$ cat config.mk
export PLATFORM = sky130hd
export DESIGN_NAME = z80_bus_tracer
export DESIGN_NICKNAME = d
export VERILOG_FILES = /design/src/rtl/z80_trace_pkg.sv /design/src/rtl/trace_fifo.sv /design/src/rtl/z80_bus_tracer.sv
export SDC_FILE = /design/constraint.sdc
export NUM_CORES = 1
export LEC_CHECK = 0
export ABC_AREA = 0
export BUFFER_PORTS_ARGS = -buffer_cell sky130_fd_sc_hd__buf_2
export CELL_PAD_IN_SITES_DETAIL_PLACEMENT = 0
export CELL_PAD_IN_SITES_GLOBAL_PLACEMENT = 1
export CORE_AREA = 8 8 326 328
export DETAILED_ROUTE_END_ITERATION = 8
export DIE_AREA = 0 0 334 336
export GPL_ROUTABILITY_DRIVEN = 0
export HOLD_SLACK_MARGIN = 0.08
export PLACE_DENSITY_LB_ADDON = 0.15
export SLEW_MARGIN = 0
export SYNTH_ARGS = -nofsm -noshare
export SYNTH_HDL_FRONTEND = slang
export SYNTH_HIERARCHICAL = 1
export SYNTH_SLANG_ARGS = --single-unit
$ cat constraint.sdc
create_clock -name eclk -period 5.4 [get_ports eclk]
set_input_delay 0.54 -clock eclk [delete_from_list [all_inputs] [get_ports eclk]]
set_output_delay 0.54 -clock eclk [all_outputs]
set_load 0.005 [all_outputs]
$ cat src/rtl/z80_trace_pkg.sv
// Shared record kinds and the packed trace record carried through the tracer FIFO.
package z80_trace_pkg;

  typedef enum logic [2:0] {
    K_FETCH   = 3'd0,
    K_MEM_RD  = 3'd1,
    K_MEM_WR  = 3'd2,
    K_IO_RD   = 3'd3,
    K_IO_WR   = 3'd4,
    K_RST_ON  = 3'd5,
    K_RST_OFF = 3'd6,
    K_HALT    = 3'd7
  } trace_kind_t;

  typedef struct packed {
    trace_kind_t kind;
    logic [15:0] addr;
    logic [7:0]  data;
    logic [15:0] stamp;
  } trace_rec_t;

endpackage

$ cat src/rtl/trace_fifo.sv
// Synchronous FIFO of trace records; the head entry is held in an output register
// so it stays stable until popped.
module trace_fifo
  import z80_trace_pkg::*;
#(
  parameter int DEPTH = 16
) (
  input  logic       i_clk,
  input  logic       i_rst,
  input  logic       i_push,
  input  trace_rec_t i_din,
  input  logic       i_pop,
  output logic       o_full,
  output logic       o_valid,
  output trace_rec_t o_dout
);

  localparam int AW = $clog2(DEPTH);
  localparam int CW = AW + 1;

  trace_rec_t    r_mem [DEPTH];
  trace_rec_t    r_dout;
  logic [AW-1:0] r_wr_ptr, r_rd_ptr, w_rd_ptr_n;
  logic [CW-1:0] r_cnt, w_cnt_pop, w_cnt_n;
  logic          w_pop, w_push;

  assign o_valid    = (r_cnt != '0);
  assign o_full     = (r_cnt == CW'(DEPTH));
  assign o_dout     = r_dout;
  // A full FIFO still accepts a push when the head leaves in the same cycle.
  assign w_pop      = i_pop & o_valid;
  assign w_push     = i_push & (~o_full | w_pop);
  assign w_cnt_pop  = r_cnt - CW'(w_pop);
  assign w_cnt_n    = w_cnt_pop + CW'(w_push);
  assign w_rd_ptr_n = r_rd_ptr + AW'(w_pop);

  always_ff @(posedge i_clk) begin
    if (i_rst) begin
      r_wr_ptr <= '0;
      r_rd_ptr <= '0;
      r_cnt    <= '0;
    end else begin
      r_cnt    <= w_cnt_n;
      r_rd_ptr <= w_rd_ptr_n;
      if (w_push) r_wr_ptr <= r_wr_ptr + AW'(1);
    end
  end

  always_ff @(posedge i_clk) begin
    if (w_push) r_mem[r_wr_ptr] <= i_din;
  end

  // Next head is the incoming record when nothing older remains after the pop.
  always_ff @(posedge i_clk) begin
    if (i_rst) begin
      r_dout <= '0;
    end else if (w_cnt_n != '0) begin
      r_dout <= (w_cnt_pop == '0) ? i_din : r_mem[w_rd_ptr_n];
    end
  end

endmodule

$ cat src/rtl/z80_bus_tracer.sv
// Passive Z80 bus observer: detects phase-clock ticks, classifies strobe edges into
// timestamped records and queues them for a valid/ready consumer.
module z80_bus_tracer
  import z80_trace_pkg::*;
#(
  parameter int DEPTH = 16
) (
  input  logic        eclk,
  input  logic        ereset,
  input  logic        clk,
  input  logic        _m1,
  input  logic        _mreq,
  input  logic        _iorq,
  input  logic        _rd,
  input  logic        _wr,
  input  logic        _reset,
  input  logic        _halt,
  input  logic [15:0] ab,
  input  logic [7:0]  db_i,
  input  logic [7:0]  db_o,
  output logic        rec_valid,
  input  logic        rec_ready,
  output logic [2:0]  rec_kind,
  output logic [15:0] rec_addr,
  output logic [7:0]  rec_data,
  output logic [15:0] rec_stamp,
  output logic [7:0]  ovf_cnt,
  output logic        halted
);

  logic        r_clk_q, r_rd_l, r_wr_l, r_rst_l, r_halt_l, r_halted;
  logic [15:0] r_stamp;
  logic [7:0]  r_ovf;
  logic        w_tick, w_push, w_set_halt, w_full, w_pop, w_drop;
  trace_rec_t  w_rec, w_dout;

  assign w_tick = clk & ~r_clk_q;
  assign w_pop  = rec_valid & rec_ready;
  assign w_drop = w_push & w_full & ~w_pop;

  // Priority order: halt, reset edges, read, write; losers on a tick are discarded.
  always_comb begin
    w_push       = 1'b0;
    w_set_halt   = 1'b0;
    w_rec        = '0;
    w_rec.stamp  = r_stamp;
    if (w_tick) begin
      if (r_halt_l & ~_halt & ~r_halted) begin
        w_push     = 1'b1;
        w_set_halt = 1'b1;
        w_rec.kind = K_HALT;
      end else if (r_rst_l & ~_reset) begin
        w_push     = 1'b1;
        w_rec.kind = K_RST_ON;
      end else if (~r_rst_l & _reset) begin
        w_push     = 1'b1;
        w_rec.kind = K_RST_OFF;
      end else if (r_rd_l & ~_rd & ~(_mreq & _iorq)) begin
        w_push     = 1'b1;
        w_rec.addr = ab;
        w_rec.data = db_i;
        w_rec.kind = ~_mreq ? (~_m1 ? K_FETCH : K_MEM_RD) : K_IO_RD;
      end else if (r_wr_l & ~_wr & ~(_mreq & _iorq)) begin
        w_push     = 1'b1;
        w_rec.addr = ab;
        w_rec.data = db_o;
        w_rec.kind = ~_mreq ? K_MEM_WR : K_IO_WR;
      end
    end
  end

  always_ff @(posedge eclk) begin
    if (ereset) begin
      r_clk_q  <= 1'b0;
      r_rd_l   <= 1'b1;
      r_wr_l   <= 1'b1;
      r_rst_l  <= 1'b1;
      r_halt_l <= 1'b1;
      r_stamp  <= '0;
      r_ovf    <= '0;
      r_halted <= 1'b0;
    end else begin
      r_clk_q <= clk;
      if (w_tick) begin
        r_rd_l   <= _rd;
        r_wr_l   <= _wr;
        r_rst_l  <= _reset;
        r_halt_l <= _halt;
        r_stamp  <= r_stamp + 16'd1;
      end
      if (w_set_halt) r_halted <= 1'b1;
      if (w_drop && (r_ovf != 8'hFF)) r_ovf <= r_ovf + 8'd1;
    end
  end

  trace_fifo #(.DEPTH(DEPTH)) u_fifo (
    .i_clk   (eclk),
    .i_rst   (ereset),
    .i_push  (w_push),
    .i_din   (w_rec),
    .i_pop   (rec_ready),
    .o_full  (w_full),
    .o_valid (rec_valid),
    .o_dout  (w_dout)
  );

  assign rec_kind  = w_dout.kind;
  assign rec_addr  = w_dout.addr;
  assign rec_data  = w_dout.data;
  assign rec_stamp = w_dout.stamp;
  assign ovf_cnt   = r_ovf;
  assign halted    = r_halted;

endmodule

After elaboration in Yosys (flattened, before gate mapping)
Memories as Yosys holds them, arrays and structs flattened.
Cells that the tools add are included.
{ "totals": {"ff_bits": 86, "mem_bits_rw": 688, "elab_cells": 76, "mem_count": 1} }
{ "op_classes": {"addsub": 6, "n_eq_ne": 2, "mux": 23, "bitwise": 25, "reduce_logical": 4} }
{ "mem_list": {"columns": ["memory", "words", "width", "read_ports", "rd_clocked_by_memory_dff", "wr", "line_no", "rtl"], "rows": [
  ["u_fifo.r_mem", 16, 43, 1, 0, 1, "trace_fifo.sv:21", "trace_rec_t r_mem [DEPTH];"]
]} }
{ "ops": {"columns": ["op", "n"], "rows": [
  ["two-way mux 27 bit", 3],
  ["two-way mux 24 bit", 3],
  ["two-way mux 43 bit", 1],
  ["adder 16 x 1 -> 16 bit (second input constant)", 1],
  ["AND 1 bit", 14],
  ["two-way mux 3 bit", 4],
  ["two-way mux 1 bit", 11],
  ["inverter 1 bit", 10],
  ["nonzero test 5 bit", 2],
  ["adder 8 x 1 -> 8 bit (second input constant)", 1],
  ["inequality test 8 bit (second input constant)", 1],
  ["adder 5 x 1 -> 5 bit", 1],
  ["== test 5 bit (second input constant)", 1],
  ["logical NOT 5 bit", 1],
  ["subtractor 5 x 1 -> 5 bit", 1],
  ["adder 4 x 1 -> 4 bit", 1],
  ["adder 4 x 1 -> 4 bit (second input constant)", 1],
  ["two-way mux 2 bit", 1],
  ["logical AND 1 bit", 1],
  ["bitwise OR 1 bit", 1]
]} }

Longest topological paths before layout
Gate-level depths: netlist of the first run.
{ "depth": {"word_depth": 12, "depth_mapped": 16, "mapped_depth_nobuf": 12} }

Hierarchy
The synthesis of the first run kept the hierarchy.
{ "modules_own_cells": {"columns": ["mod", "instances", "cells_per_inst", "area_each_um2", "seq_area_each_um2"], "rows": [
  ["trace_fifo", 1, 1408, 29439.5, 21780.9],
  ["z80_bus_tracer", 1, 203, 1694.1, 600.6]
]} }

Worst setup path after synthesis of the first run
Ideal clock, no wire load.
{ "synth_timing": {"kind": "input -> register", "startpoint": "in _mreq", "endpoint": "mem u_fifo/r_mem[3][0] (netlist bit), enable pin", "t_arrival_ns": 4.824, "slack_ns": 0.079, "cell_stages": 8, "n_path_buf": 1, "cell_sequence": "clkbuf_2 -> nand2_1 -> o21ai_4 -> a21oi_2 -> inv_1 -> a31oi_1 -> nand2_1 -> nor3_1"} }
{ "synth_via": {"elab_chain_len": 12, "elab_cells_between_ends": 13, "cone_classes": "8 x mux; 5 x bitwise"} }
{ "synth_lines": {"columns": ["item", "line_no", "rtl"], "rows": [
  ["start: declaration", "z80_bus_tracer.sv:12", "input logic _mreq,"],
  ["AND 1 bit (*)", "z80_bus_tracer.sv:58, z80_bus_tracer.sv:63", null],
  ["inverter 1 bit (*)", "z80_bus_tracer.sv:58, z80_bus_tracer.sv:63", null],
  ["AND 1 bit", "z80_bus_tracer.sv:63", "end else if (r_wr_l & ~_wr & ~(_mreq & _iorq)) begin"],
  ["two-way mux 1 bit", "z80_bus_tracer.sv:63", null],
  ["two-way mux 1 bit (*)", "z80_bus_tracer.sv:58", "end else if (r_rd_l & ~_rd & ~(_mreq & _iorq)) begin"],
  ["two-way mux 1 bit (*)", "z80_bus_tracer.sv:55", "end else if (~r_rst_l & _reset) begin"],
  ["two-way mux 1 bit (*)", "z80_bus_tracer.sv:52", "end else if (r_rst_l & ~_reset) begin"],
  ["two-way mux 1 bit (*)", "z80_bus_tracer.sv:48", "if (r_halt_l & ~_halt & ~r_halted) begin"],
  ["two-way mux 1 bit (*)", "z80_bus_tracer.sv:47", "if (w_tick) begin"],
  ["net w_push", "z80_bus_tracer.sv:34", "logic w_tick, w_push, w_set_halt, w_full, w_pop, w_drop;"],
  ["AND 1 bit (*)", "trace_fifo.sv:32", "assign w_push = i_push & (~o_full | w_pop);"],
  ["net u_fifo.w_push", "trace_fifo.sv:25", "logic w_pop, w_push;"],
  ["two-way mux 1 bit (*)", "trace_fifo.sv:50", "if (w_push) r_mem[r_wr_ptr] <= i_din;"],
  ["two-way mux 1 bit (implied by the code) (*)", "trace_fifo.sv:50", null],
  ["end: declaration", "trace_fifo.sv:21", null]
]} }
Mark *: on every way through the listed nets, which the timed path passes. The rest lies on a longest branch.

Worst setup path in the final report of the first run
{ "layout_timing": {"startpoint": "in _wr", "endpoint": "reg u_fifo.r_dout (netlist bit u_fifo/o_dout[29])"} }
{ "layout_via": {"elab_chain_len": 12, "elab_cells_between_ends": 19, "cone_classes": "1 x add/sub; 13 x mux; 4 x bitwise; 1 x reduce/logical"} }
{ "layout_lines": {"columns": ["item", "line_no", "rtl"], "rows": [
  ["start: declaration", "z80_bus_tracer.sv:15", "input logic _wr,"],
  ["inverter 1 bit", "z80_bus_tracer.sv:63", null],
  ["AND 1 bit (2 in a row)", "z80_bus_tracer.sv:63", null],
  ["two-way mux 1 bit", "z80_bus_tracer.sv:63", null],
  ["two-way mux 1 bit", "z80_bus_tracer.sv:58", null],
  ["two-way mux 1 bit", "z80_bus_tracer.sv:55", null],
  ["two-way mux 1 bit", "z80_bus_tracer.sv:52", null],
  ["two-way mux 1 bit", "z80_bus_tracer.sv:48", null],
  ["two-way mux 1 bit", "z80_bus_tracer.sv:47", null],
  ["net w_push", "z80_bus_tracer.sv:34", null],
  ["AND 1 bit", "trace_fifo.sv:32", null],
  ["net u_fifo.w_push", "trace_fifo.sv:25", null],
  ["adder 5 x 1 -> 5 bit", "trace_fifo.sv:34", "assign w_cnt_n = w_cnt_pop + CW'(w_push);"],
  ["nonzero test 5 bit", "trace_fifo.sv:57", "end else if (w_cnt_n != '0) begin"],
  ["end signal: assignment", "trace_fifo.sv:58", "r_dout <= (w_cnt_pop == '0) ? i_din : r_mem[w_rd_ptr_n];"],
  ["end: declaration", "trace_fifo.sv:22", "trace_rec_t r_dout;"]
]} }
The timed path passes the listed nets, and every way through them passes these cells.
A chain may end at the register's enable or synchronous reset.

==> key figures, run 1 <==
Outcome
  • Status: finished, final reports clean

Pwr
  • Pint: approximately 13 mW
  • Sw frac: 0.305
  • Power share of the clock group: 0.318
  • Pleak: 11.5 nW
  • Logic pwr share: 0.312
  • Peak VDD IR: 0.483 mV
  • Power Density: 518 nW/um^2
  • Sequential power share: 0.370
  • NetSw: 5.69 mW

Timing
  • Worst Max-Slew Pin Slew: 1.36 ns
  • Fin crit period: 4.62 ns
  • Final setup viols: 0
  • Final Hold Vio Count: 0
  • Setup tns final: 0 ns
  • RSZ-0062 raised after global routing: false
  • Max_slew headroom: 0.0917
  • Max-slew violations: 0
  • Max Fclk: 217 MHz
  • Fin crit share: 0.855
  • Clock Skews: roughly 0.024 ns

Synthesis
  • Synth async-reset ratio: 0
  • Yosys top cell area share: 0.664
  • Warnings, synthesis: 6
  • EDFF count, synth: 688
  • Main synth FF type: edfxtp_1
  • Synth top area cells: edfxtp_1 (66%), mux4_2 (12%), dfxtp_1 (5.5%)
  • Sequential area share after synthesis: 0.719
  • Yosys reg bits: approximately 770
  • Post-Syn Nets: between 1500 and 2000
  • Synth area leader: edfxtp_1
  • Netlist cell types: 70
  • Synthesized area per cell: 19.3 um^2
  • Syn Inst Count: 1611
  • Post-Syn Area: 31100 um^2

Clocking
  • CTS H-tree lvls: 3
  • Clock Root Buffer: clkbuf_16
  • CTS sink count: 774
  • Postcts setup bufs: 0
  • Max Root-Sink Buffers: 3
  • Clock transition at path regs: approximately 0.060 ns
  • Clk_lat worst skew: 0.65 ns
  • Post-CTS Resized: 0
  • Hold buffer count at cts: 1
  • CTS tree: built
  • CTS Buf Count: 87

Setup path
  • CP Class: in2reg
  • Stages on worst setup path: 14
  • CP Data Required Time: 5.92 ns
  • Worst Path Buf+Inv: 3
  • Reg-to-reg slack, setup: 0.94 ns
  • Arr. time, crit path: 5.14 ns
  • Slowest-stage cell, CP: a211o_2
  • FF-to-FF Start: halted
  • Startpoint class of the critical path: input pin
  • CP endpoint kind: flip-flop
  • CP peak stage delay: around 0.8 ns
  • R2r endpoint: u_fifo/o_dout[29]
  • Crit path cell chain: dlygate4sd3_1 > buf_2 > and2b_1 > o21ai_4 > a21oi_2 > inv_1 > a31oi_1 > ha_1 > ha_1 > xnor2_1 > xnor2_1 > or3_2 > a211o_2 > a311oi_1
  • Biggest fanout along the worst timing path: 43
  • R2r worst-path depth: 12
  • Top delay family on crit path: compound AO/OA/AOI/OAI gates

Routing
  • Routed vias: 15867
  • DRT iter0 DRCs: about 1200
  • Drt drc: 0
  • Number of vias per cell: 5.07
  • Routed Antenna Nets: 0
  • Routed Wire Length: around 85000 um
  • Drt first pass iters: 5
  • Routed length per placed instance: between 20 and 30 um

GRT
  • Number of global-route vias before repair: 17013
  • First-pass GRT wire length: 123000 um
  • GRT Util Overall: 0.151
  • Initial antenna violation count: 2
  • Largest net degree at the start of global routing: 77
  • Grt total ovfl: 0

Die
  • Die Height: 336 um
  • # rows: around 120
  • Die ar.: 112000 um^2
  • Initial Util: 0.308
  • Die Wd: 334 um
  • # IOs: between 90 and 100
  • Area of the core: about 100000 um^2

Run
  • Max Cap Viol: 0

Layout
  • Commonest cells after routing, fill and taps aside: edfxtp_1 (688), mux4_2 (172), nand2_1 (114), buf_2 (94), clkbuf_16 (87)
  • Fin util: 0.357
  • Nets@finish: 1800
  • Layout cells sized above 1: 0.291
  • Syn-to-layout area delta: 15.8%
  • Commonest non-fill, non-tap cell in the layout: edfxtp_1

Placement
  • PortBufs: 95
  • HPWL after DPL: about 46000 um

Worst hold path
  • Hold depth: 2
  • Min-Delay Path Class: in2reg
  • Hold Path Sink: r_stamp[1]
  • Hold_sp: ereset
==> power groups by stage <==
stage	combinational (mW)	clock (mW)	sequential, mW
floorplan	4.64	0	6.93
global placement	5.92	0	7.04
detailed placement	5.95	0	7.04
CTS	5.96	6.10	6.92
global route	6.28	6.31	6.93
finish	5.82	5.94	6.90
==> cell families after synthesis <==
| kind of cell | synth area share |
|---|---|
| AO/OA/AOI/OAI | 0.0602 |
| XOR/XNOR | 0.00868 |
| adder cells (fa/ha/maj) | 0.00547 |
| buffers and inverters | 0.0307 |
| flip-flops | 0.719 |
| multiplexers | 0.139 |
| AND/OR/NAND/NOR | 0.0369 |
==> Yosys cell counts, types with 13 or more instances <==
cell type / instances
nor2_1: 51
clkbuf_1: 40
a2111oi_0: 43
a21o_2: 37
buf_2: 20
nand2_1: 114
mux4_2: 172
mux2i_1: 46
a311oi_1: 43
xnor2_1: 13
xor2_1: 16
dfxtp_1: 86
a2bb2oi_1: 44
edfxtp_1: 688
clkbuf_8: 18
and2_1: 18
==> metrics by stage <==
step	hold WS [ns]	total power, mW	worst slack, ns	instance area [um^2]	instances
finish	0.137	18.7	0.783	36100	3127
detailed placement	0.456	13.0	0.672	33200	2964
global placement	0.459	13.0	0.775	33200	2964
global route	0.121	19.5	0.579	36100	3126
floorplan	0.434	11.6	0.0793	31100	1611
CTS	0.0969	19.0	0.854	36100	3126
==> final cells by class <==
cell class	instances	area, um^2
Fill cell	9496	65000
Timing Repair Buffer	147	1120
Clock inverter	43	492
Inverter	12	45.0
Antenna cell	1	2.50
Multi-Input combinational cell	723	8000
Clock buffer	118	2370
Sequential cell	774	22400
Tap cell	1309	1640
==> per-layer routing <==
layer	GRT usage	part of all wire
met3	0.0202	0.037
met5	0	0.000094
met4	0.0448	0.023
met2	0.260	0.50
met1	0.198	0.44
==> registers in the layout (all words and copies together), names as in the netlist <==
register	flops
r_rst_l	1
u_fifo/o_dout	43
u_fifo/r_mem	688
u_fifo/r_wr_ptr	4
ovf_cnt	8
r_halt_l	1
r_rd_l	1
r_clk_q	1
r_wr_l	1
r_stamp	16
u_fifo/r_rd_ptr	4
u_fifo/r_cnt	5
halted	1
==> how the worst max path moves through the flow <==
stage	startpoint	end	slack (ns)
6_report	_wr	u_fifo/o_dout[29]	0.78
5_1_grt	_wr	u_fifo/o_dout[29]	0.58
4_1_cts	_wr	u_fifo/o_dout[34]	0.85
3_5_place_dp	_halt	u_fifo/o_dout[26]	0.67
3_3_place_gp	_halt	u_fifo/o_dout[26]	0.77
2_1_floorplan	_mreq	u_fifo/r_mem[3][0]	0.08
(Power assumes the default switching activity.)
==> run 2, diff against run 1 <==
==> constraint.sdc (replaced) <==
create_clock -name eclk -period 5.2 [get_ports eclk]
set_input_delay 0.52 -clock eclk [delete_from_list [all_inputs] [get_ports eclk]]
set_output_delay 0.52 -clock eclk [all_outputs]
set_load 0.005 [all_outputs]
==> run 2 against run 1 <==
Compared with the run above:
- global-route usage rose by 0.078 points
- die area did not move
- worst hold slack improved by 0.044 ns
- critical path depth fell by 4
- register-to-register slack got worse by 0.30 ns
- worst setup slack got worse by 0.14 ns
- design area fell by 0.15%
- clock-buffer cell count fell by 1
- flip-flop and latch count did not move
- combinational power rose by 4.5%
- critical path type is now reg2reg
==> key figures, run 2 (same netlist as run 1, synthesis figures left out) <==
Timing
  • Final setup viols: 0
  • Fin crit share: 0.876
  • RSZ-0062 raised after global routing: false
  • Final Hold Vio Count: 0
  • Worst Max-Slew Pin Slew: 1.41 ns
  • Max Fclk: 219 MHz
  • Clock Skews: 0.0245 ns
  • Max-slew violations: 0
  • Max_slew headroom: 0.0615
  • Setup tns final: 0 ns
  • Fin crit period: 4.56 ns

Pwr
  • Design Power: 19.2 mW
  • Pleak: 11.5 nW
  • Logic pwr share: 0.316
  • Sw frac: 0.308
  • Power Density: roughly 530 nW/um^2
  • Sequential power share: 0.373
  • NetSw: 5.93 mW
  • Power share of the clock group: 0.310
  • Peak VDD IR: roughly 0.33 mV
  • Pint: 13.3 mW

Routing
  • Routed Antenna Nets: 0
  • Routed length per placed instance: 27.4 um
  • Routed vias: 16069
  • Drt drc: 0
  • Number of vias per cell: 5.12
  • Routed Wire Length: between 80000 and 90000 um
  • Drt first pass iters: 5
  • DRT iter0 DRCs: 1205

Clocking
  • Max Root-Sink Buffers: 3
  • Clk_lat worst skew: ~0.65 ns
  • CTS tree: built
  • CTS sink count: a little under 800
  • Clock Root Buffer: clkbuf_16
  • Post-CTS Resized: 0
  • CTS H-tree lvls: 3
  • Clock transition at path regs: 0.06 ns
  • CTS Buf Count: 87

Layout
  • Fin area: about 36000 um^2
  • Commonest cells after routing, fill and taps aside: edfxtp_1 (688), mux4_2 (172), nand2_1 (114), buf_2 (94), clkbuf_16 (88)
  • Multi-input logic area: 8030 um^2
  • Syn-to-layout area delta: 15.6%
  • Max reg flops: 688
  • Nets@finish: 1810
  • Number of fill cells in the layout: 9512
  • Layout cells sized above 1: 0.295
  • Sequential cell area: 22400 um^2
  • Reg with most FFs: u_fifo/r_mem
  • Commonest non-fill, non-tap cell in the layout: edfxtp_1

Die
  • Die Wd: 334 um
  • Area of the core: ~100000 um^2
  • Die Height: ~340 um
  • # IOs: 96
  • Die ar.: 112000 um^2
  • Initial Util: 0.308
  • # rows: 117

Placement
  • Placement Cell Area: roughly 33000 um^2
  • HPWL after DPL: roughly 45000 um
  • PortBufs: 95

GRT
  • First-pass GRT wire length: about 120000 um
  • Initial antenna violation count: 3
  • Largest net degree at the start of global routing: 75
  • Number of global-route vias before repair: around 17000
  • Grt total ovfl: 0
  • GRT Util Overall: 0.151

Setup path
  • Biggest fanout along the worst timing path: 45
  • Arr. time, crit path: 4.98 ns
  • CP peak stage delay: 1.20 ns
  • Slowest-stage cell, CP: a211o_2
  • Crit path cell chain: nor4_1 > a21oi_1 > ha_1 > inv_1 > ha_1 > a21oi_1 > or3_2 > buf_4 > a211o_2 > a311oi_1
  • Startpoint class of the critical path: flip-flop
  • CP Data Required Time: approximately 5.6 ns
  • CP endpoint kind: flip-flop
  • CP Class: reg2reg

Worst hold path
  • Min-Delay Path Class: in2reg

Outcome
  • Status: finished, final reports clean

Run
  • Max Cap Viol: 0
## run 2: cell types whose count changed in the layout (fill, tap and decap cells not counted), sizes merged
| cell | change |
|---|---|
| buf | +7 |
| bufinv | -5 |
| clkinv | +5 |
| diode | +3 |
| dlygate4sd3 | +3 |
| clkbuf | -1 |
## run 2: worst paths after layout
check	from	endpoint	slack, ns	cells past startpoint
max	u_fifo/r_cnt[3]	u_fifo/o_dout[22]	0.64	10
min reg2reg	r_wr_l	r_wr_l	0.47	2
min	_reset	r_rst_l	0.18	3
max reg2reg	u_fifo/r_cnt[3]	u_fifo/o_dout[22]	0.64	10
## run 2: layer usage
metal	up-vias	track usage	routed length, um
li1	6927	-	-
met3	113	0.0288	4100
met2	373	0.254	41600
met5	-	0	0
met4	0	0.0375	1640
met1	8656	0.203	38600
## run 2: per-stage QoR
stage          hold slack (ns)   util  std cells  setup slack (ns)
4_1_cts                  0.124  0.356       3135             0.750
2_1_floorplan            0.434      -       1611              1.05
5_1_grt                  0.188  0.356       3135             0.435
3_3_place_gp             0.472  0.328       2971             0.810
6_report                 0.180  0.356       3139             0.644
3_5_place_dp             0.458  0.328       2971             0.725
## run 2: final cells by class
| type | count | share of cell area |
|---|---|---|
| diodes | 4 | 0.000278 |
| clock buffers | 117 | 0.0670 |
| clock inverters | 43 | 0.0104 |
| inverters | 12 | 0.00125 |
| multi-input cells | 723 | 0.223 |
| flip-flops and latches | 774 | 0.622 |
| well taps | 1309 | 0.0455 |
| repair buffers | 157 | 0.0310 |
## run 2: power by group through the flow
stage | combinational, mW | sequential (mW) | clock, mW
global route | 6.54 | 7.20 | 6.37
detailed placement | 6.18 | 7.32 | 0
floorplan | 4.82 | 7.19 | 0
CTS | 6.20 | 7.19 | 6.14
global placement | 6.20 | 7.32 | 0
finish | 6.08 | 7.18 | 5.97
## run 2: what timing repair did
| item | 4_1_cts | 5_1_grt |
|---|---|---|
| buffers inserted | 0 | 0 |
| hold buffers | 4 | 0 |
| hold endpoints to repair | 4 | 0 |
## run 2: critical path: cells and delay by family (launching register included)
family          cells  cell delay, ns
simple gates        2            0.70
buf+inv             2            0.64
fa+ha+maj           2            0.59
compound gates      4            1.99
flops               1            0.41
==> run 3, diff against run 2 <==
--- a/config.mk
+++ b/config.mk
@@ -7,8 +7,8 @@
 export LEC_CHECK = 0
 export ABC_AREA = 0
 export BUFFER_PORTS_ARGS = -buffer_cell sky130_fd_sc_hd__buf_2
-export CELL_PAD_IN_SITES_DETAIL_PLACEMENT = 0
-export CELL_PAD_IN_SITES_GLOBAL_PLACEMENT = 1
+export CELL_PAD_IN_SITES_DETAIL_PLACEMENT = 1
+export CELL_PAD_IN_SITES_GLOBAL_PLACEMENT = 2
 export CORE_AREA = 8 8 326 328
 export DETAILED_ROUTE_END_ITERATION = 8
 export DIE_AREA = 0 0 334 336
==> run 3 against run 2 <==
Compared with the run above:
- global-route usage is 0.29 points higher
- routed wire length is 1.8% higher
- clock skew is 0.00054 ns higher
- sequential share of layout area hardly changed
- design area hardly changed
- flip-flop and latch count stayed put
- combinational power hardly changed
- sequential power hardly changed
- die area stayed put
- critical path type is now in2reg
- largest power group unchanged
- highest routed layer unchanged
==> key figures, run 3 (same netlist as run 1, synthesis figures left out) <==
Setup path
  • CP Class: in2reg
  • CP endpoint kind: flip-flop
  • R2r endpoint: u_fifo/o_dout[17]
  • Reg-to-reg slack, setup: 1.00 ns
  • Slowest-stage cell, CP: a211o_2
  • CP peak stage delay: 0.78 ns
  • R2r worst-path depth: 11
  • Arr. time, crit path: roughly 4.8 ns
  • Crit path cell chain: dlygate4sd3_1 > buf_2 > and2b_1 > o21ai_4 > a21oi_2 > inv_1 > a31oi_1 > buf_4 > ha_1 > ha_1 > xnor2_1 > xnor2_1 > or3_2 > a211o_2 > a311oi_1
  • CP Data Required Time: 5.73 ns
  • CP endpoint: u_fifo/o_dout[17]
  • Startpoint class of the critical path: input pin
  • CP startpoint: _wr
  • FF-to-FF Start: u_fifo/r_cnt[3]
  • Biggest fanout along the worst timing path: 43

Clocking
  • CTS Buf Count: 86
  • CTS sink count: 774
  • Hold buffer count at cts: 3
  • CTS tree: built
  • Clk_lat worst skew: 0.64 ns
  • Post-CTS Resized: 0
  • Postcts setup bufs: 0
  • Clock transition at path regs: 0.06 ns
  • Max Root-Sink Buffers: 3
  • CTS H-tree lvls: 3
  • Clock Root Buffer: clkbuf_16

Pwr
  • NetSw: roughly 5.9 mW
  • Pleak: around 11 nW
  • Power share of the clock group: 0.315
  • Design Power: about 19 mW
  • Logic pwr share: 0.314
  • Peak VDD IR: 0.362 mV
  • Power Density: 536 nW/um^2
  • Sw frac: 0.306
  • Sequential power share: 0.372
  • Pint: around 13 mW

Layout
  • Syn-to-layout area delta: 15.7%
  • Sequential cell area: 22400 um^2
  • Non-filler cells, final: 3128
  • Number of fill cells in the layout: 9956
  • Max reg flops: a little under 700
  • Layout cells sized above 1: 0.286
  • Reg with most FFs: u_fifo/r_mem
  • Commonest non-fill, non-tap cell in the layout: edfxtp_1
  • Multi-input logic area: approximately 8000 um^2
  • Nets@finish: 1802
  • Antenna cells: 0
  • Commonest cells after routing, fill and taps aside: edfxtp_1 (688), mux4_2 (172), nand2_1 (114), buf_2 (94), clkbuf_16 (88)

Timing
  • Setup tns final: 0 ns
  • Clock Skews: 0.0250 ns
  • Final Hold Vio Count: 0
  • Final setup viols: 0
  • Fin crit period: 4.24 ns
  • Worst Max-Slew Pin Slew: 1.31 ns
  • Max-slew violations: 0
  • Max_slew headroom: 0.120
  • Max Fclk: 236 MHz
  • RSZ-0062 raised after global routing: false
  • Fin crit share: 0.815

Routing
  • Routed Wire Length: 87500 um
  • Drt first pass iters: 5
  • DRT iter0 DRCs: 1217
  • Drt drc: 0
  • Number of vias per cell: ~5.1
  • Routed length per placed instance: 28.0 um
  • Routed vias: 16087
  • Routed Antenna Nets: 0

Outcome
  • Status: finished, final reports clean

Die
  • Die Wd: between 300 and 400 um
  • Die Height: 336 um
  • # IOs: 96
  • Area of the core: 101000 um^2
  • Die ar.: 112000 um^2
  • # rows: 117
  • Initial Util: 0.308

Worst hold path
  • Min-Delay Path Class: in2reg
  • Hold_sp: _reset

Placement
  • Dpl cells: 2965
  • HPWL after DPL: 47000 um
  • PortBufs: 95

GRT
  • Number of global-route vias before repair: 17779
  • GRT Util Overall: 0.154
  • Initial antenna violation count: 1
  • Grt total ovfl: 0
  • First-pass GRT wire length: 127000 um
  • Largest net degree at the start of global routing: 60

Run
  • Max Cap Viol: 0
==> run 3: area by class of cell <==
type	instances	area share
Clock inverter	42	0.0129
Inverter	12	0.00125
Timing Repair Buffer	150	0.0305
Multi-Input combinational cell	723	0.223
Tap cell	1309	0.0455
Clock buffer	118	0.0657
Sequential cell	774	0.622
==> run 3: through the flow <==
stage | cell area (um^2) | utilization | hold slack (ns) | worst slack [ns]
floorplan | 31200 | - | 0.434 | 1.05
global placement | 33200 | 0.328 | 0.470 | 0.934
detailed placement | 33200 | 0.328 | 0.467 | 0.761
CTS | 36000 | 0.357 | 0.145 | 0.964
global route | 36000 | 0.357 | 0.201 | 0.643
finish | 36000 | 0.357 | 0.196 | 0.965
==> run 3: how the worst min path moves through the flow <==
| stage | slack [ns] | cells after the start | end |
|---|---|---|---|
| after detailed placement | 0.47 | 2 | r_wr_l |
| after global placement | 0.47 | 2 | r_wr_l |
| after global routing | 0.20 | 3 | r_rst_l |
| after floorplan | 0.43 | 2 | r_wr_l |
| after CTS | 0.15 | 3 | r_rst_l |
| final | 0.20 | 3 | r_rst_l |
==> run 3: per-layer routing <==
| layer | GRT usage | wire length, um | vias up |
|---|---|---|---|
| li1 | - | - | 6901 |
| met1 | 0.202 | 38600 | 8746 |
| met2 | 0.265 | 43500 | 317 |
| met3 | 0.0233 | 3090 | 123 |
| met4 | 0.0480 | 2220 | 0 |
| met5 | 0 | 0 | - |
==> run 3: critical path: cells and delay by family <==
family	cells	cell delay [ns]
compound gates	5	1.76
buf+inv	4	1.02
simple gates	2	0.70
fa+ha+maj	2	0.48
xor+xnor	2	0.26
==> run 3: power groups by stage <==
| stage | Clock [mW] | Combinational, mW | Sequential (mW) |
|---|---|---|---|
| 3_5_place_dp | 0 | 6.17 | 7.31 |
| 5_1_grt | 6.48 | 6.52 | 7.20 |
| 6_report | 6.07 | 6.05 | 7.17 |
| 4_1_cts | 6.26 | 6.20 | 7.19 |
| 3_3_place_gp | 0 | 6.14 | 7.31 |
| 2_1_floorplan | 0 | 4.82 | 7.19 |
